`src/rtl/flag_stack_file.sv`:
```
// flag_stack_file: condition-flag register with per-flag write mask and a
// LIFO snapshot stack that saves/restores the whole flag vector.
//
// Ports:
//   clk, reset       rising-edge clock, synchronous active-high reset
//   flag_we          per-flag write enable
//   flags_in         new flag values from the ALU
//   push / pop       save live flags / restore live flags from stack top
//   err_clr          clear the sticky misuse indicator
//   flags            current flag vector
//   count            occupied stack entries
//   empty / full     count==0 / count==DEPTH (registered)
//   err              sticky misuse indicator
//
// Build option: define FLAG_STACK_BYPASS_EN to drive flags from the
// next-state of the live register (0-cycle latency) instead of the register.
module flag_stack_file #(
    parameter int NFLAGS = 4,
    parameter int DEPTH  = 4,
    localparam int CW    = $clog2(DEPTH + 1)
) (
    input  logic              clk,
    input  logic              reset,
    input  logic [NFLAGS-1:0] flag_we,
    input  logic [NFLAGS-1:0] flags_in,
    input  logic              push,
    input  logic              pop,
    input  logic              err_clr,
    output logic [NFLAGS-1:0] flags,
    output logic [CW-1:0]     count,
    output logic              empty,
    output logic              full,
    output logic              err
);

    logic [NFLAGS-1:0] live_q, live_d;
    logic [NFLAGS-1:0] stack_q [DEPTH];
    logic [NFLAGS-1:0] stack_d [DEPTH];
    logic [CW-1:0]     count_q, count_d;
    logic              empty_q, empty_d;
    logic              full_q, full_d;
    logic              err_q, err_d;

    logic              do_push;
    logic              do_pop;
    logic              illegal;
    logic [NFLAGS-1:0] top;

    always_comb begin
        do_push = push && !pop && !full_q;
        do_pop  = pop && !push && !empty_q;
        illegal = (push && pop)
                || (push && !pop && full_q)
                || (pop && !push && empty_q);

        // Stack top selected by compare so count never indexes out of range.
        top = '0;
        for (int i = 0; i < DEPTH; i++) begin
            if (count_q == CW'(i + 1)) begin
                top = stack_q[i];
            end
        end

        live_d  = live_q;
        count_d = count_q;
        for (int i = 0; i < DEPTH; i++) begin
            stack_d[i] = stack_q[i];
        end

        if (do_pop) begin
            // A legal pop overrides any same-cycle flag write.
            live_d  = top;
            count_d = count_q - CW'(1);
        end else begin
            for (int i = 0; i < NFLAGS; i++) begin
                if (flag_we[i]) begin
                    live_d[i] = flags_in[i];
                end
            end
        end

        if (do_push) begin
            // Snapshot is the live value from before this cycle's write.
            for (int i = 0; i < DEPTH; i++) begin
                if (count_q == CW'(i)) begin
                    stack_d[i] = live_q;
                end
            end
            count_d = count_q + CW'(1);
        end

        empty_d = (count_d == '0);
        full_d  = (count_d == CW'(DEPTH));
        // A new misuse in the same cycle as err_clr keeps err set.
        err_d   = illegal || (err_q && !err_clr);
    end

    always_ff @(posedge clk) begin
        if (reset) begin
            live_q  <= '0;
            count_q <= '0;
            empty_q <= 1'b1;
            full_q  <= 1'b0;
            err_q   <= 1'b0;
            for (int i = 0; i < DEPTH; i++) begin
                stack_q[i] <= '0;
            end
        end else begin
            live_q  <= live_d;
            count_q <= count_d;
            empty_q <= empty_d;
            full_q  <= full_d;
            err_q   <= err_d;
            for (int i = 0; i < DEPTH; i++) begin
                stack_q[i] <= stack_d[i];
            end
        end
    end

`ifdef FLAG_STACK_BYPASS_EN
    assign flags = reset ? '0 : live_d;
`else
    assign flags = live_q;
`endif

    assign count = count_q;
    assign empty = empty_q;
    assign full  = full_q;
    assign err   = err_q;

endmodule

```
`config.mk`:
```
export PLATFORM = sky130hd
export DESIGN_NAME = flag_stack_file
export DESIGN_NICKNAME = d
export VERILOG_FILES = /design/src/rtl/flag_stack_file.sv
export SDC_FILE = /design/constraint.sdc
export NUM_CORES = 1
export LEC_CHECK = 0
export ABC_AREA = 1
export CORE_MARGIN = 2
export CORE_UTILIZATION = 40
export DETAILED_ROUTE_END_ITERATION = 6
export PLACE_DENSITY = 0.59
export SLEW_MARGIN = 0
export SYNTH_ARGS = -nofsm -noshare
export SYNTH_HDL_FRONTEND = slang
export SYNTH_SLANG_ARGS = --single-unit
```
`constraint.sdc`:
```
create_clock -name clk -period 1.8 [get_ports clk]
set_clock_uncertainty 0.2 [all_clocks]
set_input_delay 0.36 -clock clk [delete_from_list [all_inputs] [get_ports clk]]
set_output_delay 0.36 -clock clk [all_outputs]
set_load 0.01 [all_outputs]
```
=== Yosys cells after proc, flatten, opt, wreduce, memory -nomap -nowiden ===
Memory sizes are Yosys's and may differ from the RTL's.
Index checks and enable logic that the tools add are counted.

* Register bits after elaboration: 10
* Memory bits (writable): 16
* Bits of input ports: 13
* Output and inout bits: 10
* Word-level logic and storage cells: 65
* Memories: 1

* Add/sub/neg operators: 2
* Equal/unequal tests: 5
* Multiplexer cells: 23
* Bitwise gates (word level): 4
* Reductions and logical operators: 22

{| class="wikitable"
|+ Memories
! memory !! depth !! bits a word !! rd ports !! clocked after memory_dff !! wr ports !! RTL line !! source
|-
| stack_q || 4 || 4 || 4 || 0 || 4 || 37 || <nowiki>logic [NFLAGS-1:0] stack_q [DEPTH];</nowiki>
|}

{| class="wikitable"
|+ Operator list
! operator !! number
|-
| $mux W4 || 13
|-
| $mux W16 || 1
|-
| $logic_and A1 B1 Y1 || 8
|-
| $reduce_bool A2 Y1 || 4
|-
| $mux W1 || 7
|-
| $eq A3 B2 Y1 const B || 2
|-
| $eq A3 B3 Y1 const B || 2
|-
| $logic_not A3 Y1 || 2
|-
| $mux W3 || 2
|-
| $logic_not A1 Y1 || 5
|-
| $or A1 B1 Y1 || 4
|-
| $add A3 B1 Y3 const B || 1
|-
| $eq A3 B1 Y1 const B || 1
|-
| $logic_or A1 B1 Y1 || 3
|-
| $sub A3 B1 Y3 const B || 1
|}

=== Longest topological paths before layout ===
* Depth in word-level cells: 6
* Gate-level depth with buffers: 9
* Mapped depth without buffers: 9

=== Worst setup path before layout ===
OpenSTA, ideal clock, no wires.

* Path type: register to register
* Start: reg count_q[0], in the netlist count[0]
* End: reg live_q[0], in the netlist flags[0]
* Setup time: 0.070 ns
* Arrival: 1.316 ns
* Required time: 1.530 ns
* Path slack: 0.215 ns
* Cell stages (with the launch flop): 8
* Buffers on the path: 1
* Cells stage by stage: dfxtp_1 ha_1 ha_1 clkbuf_1 inv_1 nand3_1 nand2_1 a21oi_1

* Cells in the longest elaborated chain, start to end: 6

{| class="wikitable"
|+ RTL lines
! element !! RTL line !! source
|-
| start, declared || 39 || <nowiki>logic [CW-1:0] count_q, count_d;</nowiki>
|-
| start signal, assigned || 110 || <nowiki>count_q <= count_d;</nowiki>
|-
| $eq A3 B1 Y1 || 59 || <nowiki>if (count_q == CW'(i + 1)) begin</nowiki>
|-
| $mux W4 (3 in a row) || 59 ||
|-
| $mux W4 * || 59 ||
|-
| $mux W4 * || 70 || <nowiki>if (do_pop) begin</nowiki>
|-
| end signal, assigned || 109 || <nowiki>live_q <= live_d;</nowiki>
|-
| end, declared || 36 || <nowiki>logic [NFLAGS-1:0] live_q, live_d;</nowiki>
|}

Mark *: on every way between the ends. The rest lies on a longest branch, timed or not.
A chain may end at the register's enable or synchronous reset.

==> results.toml <==
[synth]
ys_top_cells_by_area = "dfxtp_1 (40%), nand2_1 (9.9%), a21oi_1 (7.8%)"
synth-seq-cells = 26
synth_cells = 178
synth_edf_count = 0
syn-cell-area_sq_um = 1286
avgSynthCellArea_sq_um = 7.226
yosysUniqueCellTypes = 19
syn_nets = 197
seq_area_frac_synth = 0.4047
synth_top_area_frac = 0.4047
synth_top_area_cell = "dfxtp_1"
synthFlopType = "dfxtp_1"
synth-async-reset-ratio = 0
ys_warn_count = 0

[sta]
fin_crit_sh = 0.9067
worstMarginPinSlew_ps = 245.5
slew_headroom = 0.8361
max_freq_mhz = 612.7
final-max-slew-violation-count = 0
setup_viol = 0
period_needed_ps = 1632
rsz0062_at_grt = "false"
post-route-worst-setup-slack_ps = 167.9
hold_viol_final = 0
hold_slack_ps = 265.1

[route]
drc = 0
drt_wl_total_um = 3166
avgViaCountPerCell = 4.909
routed-via-count = 1247
routedWlPerCell_um = 12.46
drtPass1Iterations = 4
drtIter0Drc = 33
final_antenna_net_count = 0

[finish]
area_delta_synth_final_pct = 28.89
num_antenna_cells = 0
drive_above_1_share = 0.1429
finish.net_count = 231

[cts]
hold_buffers = 0
numClockSinks = 26
cts_root_buffer = "clkbuf_4"
cts_buffer_depth = 2
htree_levels = 1
cts_tree = "yes"
worstSkewPairLatency_ps = 320
cts_buffers = 3
cts_setup_buffers = 0
clkTransAtPathRegs_ps = 140

[critical_path]
cp.arrival_ps = 1700
reg2reg_slack_ps = 170
slowest_delay_ps = 390
crit_slowest_cell = "dfxtp_2"
crit_path_end_kind = "register"
path_cells = "inv_1, ha_1, inv_1, nor2_1, buf_4, nand2_2, o21ai_0, a21oi_1"
critical_path_peak_fanout = 8
path_class = "register to register"
critPathMostFrequentCell = "inv_1"
crit_path_start_kind = "register"
critPathRequiredTime_ps = 1870

[global_route]
antenna_found_initial = 0
grt_pass1_wl_um = 5209
grt_pass1_vias = 1119
overflow = 0
track_usage = 0.1897
grt_max_degree = 17

[placed_design]
io_buffers = 22
dp_hpwl_um = 2422
place.gp.congestion = 0.8185
pre_cts_ws_ps = -88.03

[die]
fp.dieH_um = 60.71
start_util = 0.4213
std_cell_rows = 20
ios = 23
fp.dieW_um = 60.71
die-area_sq_um = 3685
core_area_sq_um = 3053

[job]
maxCapViolations = 0

[hold_path]
hold_path.class = "register to register"

[power_and_ir_drop]
pwr_density_cell_nw_per_um2 = 747.8
p_leak_nw = 0.8109
max-vdd-ir-drop_v = 0.0005549

[run_status]
status = "finished clean"
registers in the layout, summed over array words and instances (netlist names):
| register | cells |
|---|---|
| count | 3 |
| empty | 1 |
| err | 1 |
| flags | 4 |
| full | 1 |
| stack_q | 16 |
routing by layer:
| layer | up-vias | GRT usage | share of wire |
|---|---|---|---|
| li1 | 648 | - | - |
| met5 | - | 0 | 0 |
| met2 | 27 | 0.3272 | 0.49 |
| met4 | 0 | 0.03727 | 0.010 |
| met3 | 4 | 0.04264 | 0.034 |
| met1 | 568 | 0.2444 | 0.46 |
where the power goes:
part           internal, mW  leakage (nW)  switching, mW  total [mW]
clock network        0.0784        0.0138          0.173       0.251
registers             0.620         0.215         0.0327       0.653
logic                 0.146         0.582          0.189       0.336
cell usage after synthesis (all sizes together) (2+ instances only):
library cell	n
clkbuf	2
ha	6
nor2	23
o21ai	13
dfxtp	26
nand2	39
inv	22
nand3	19
mux2i	4
a21oi	20
path summary, 6_finish.rpt:
| check | start | end | cells after the start |
|---|---|---|---|
| min | stack_q[2][0] | stack_q[2][0] | 2 |
| min reg2reg | stack_q[2][0] | stack_q[2][0] | 2 |
| max reg2reg | count[0] | stack_q[2][0] | 8 |
| max | count[0] | stack_q[2][0] | 8 |
placed cells by master (no fill, tap or decap), types with 4 or more instances in the layout:
master	count
dfxtp_1	21
ha_1	5
buf_4	10
o21ai_0	11
dlymetal6s2s_1	4
inv_1	21
a21oi_1	20
mux2i_1	4
nand2_2	5
nor2_2	4
nor2_1	19
nand3_1	18
dlygate4sd2_1	6
clkdlybuf4s50_1	12
nand2_1	34
metrics by stage:
stage               utilization  cell area, sq um  cells  TNS (ps)  power, mW
finish                   0.5430              1658    254         0      1.240
global route             0.5430              1658    254         0      1.326
CTS                      0.5381              1643    254         0      1.249
detailed placement       0.5295              1617    251    -833.5      1.010
global placement         0.5295              1617    251    -198.9      1.004
floorplan                     -              1286    178         0     0.8502
logic make-up (layout without fill, tap and decap cells):
logic type      Yosys count  after routing  share of synthesized area
buf+inv                  25             57                    0.08171
simple gates             83             83                     0.2909
flops                    26             26                     0.4047
fa+ha+maj                 6              6                    0.05836
compound gates           34             34                     0.1333
mux                       4              4                    0.03113
cell type report:
cell class                 count  area [sq um]
inverter                      22         85.08
sequential                    26         531.8
timing repair buffer          32         297.8
clock buffer                   3         22.52
tap                           44         55.05
fill                         310          1395
multi-input combinational    127         665.6
critical path, delay by kind of cell (launching register included):
kind                       cells  cell delay [ps]
DFF                            1              390
buffers and inverters          3              370
AOI/OAI and AO/OA              2              210
adders and majority gates      1              200
and+or+nand+nor                2              200
timing repair:
action,CTS,global route
endpoints found under the hold margin,0,0
gates resized for setup,13,8
endpoints found under the setup margin,7,13
(Power assumes the default switching activity.)
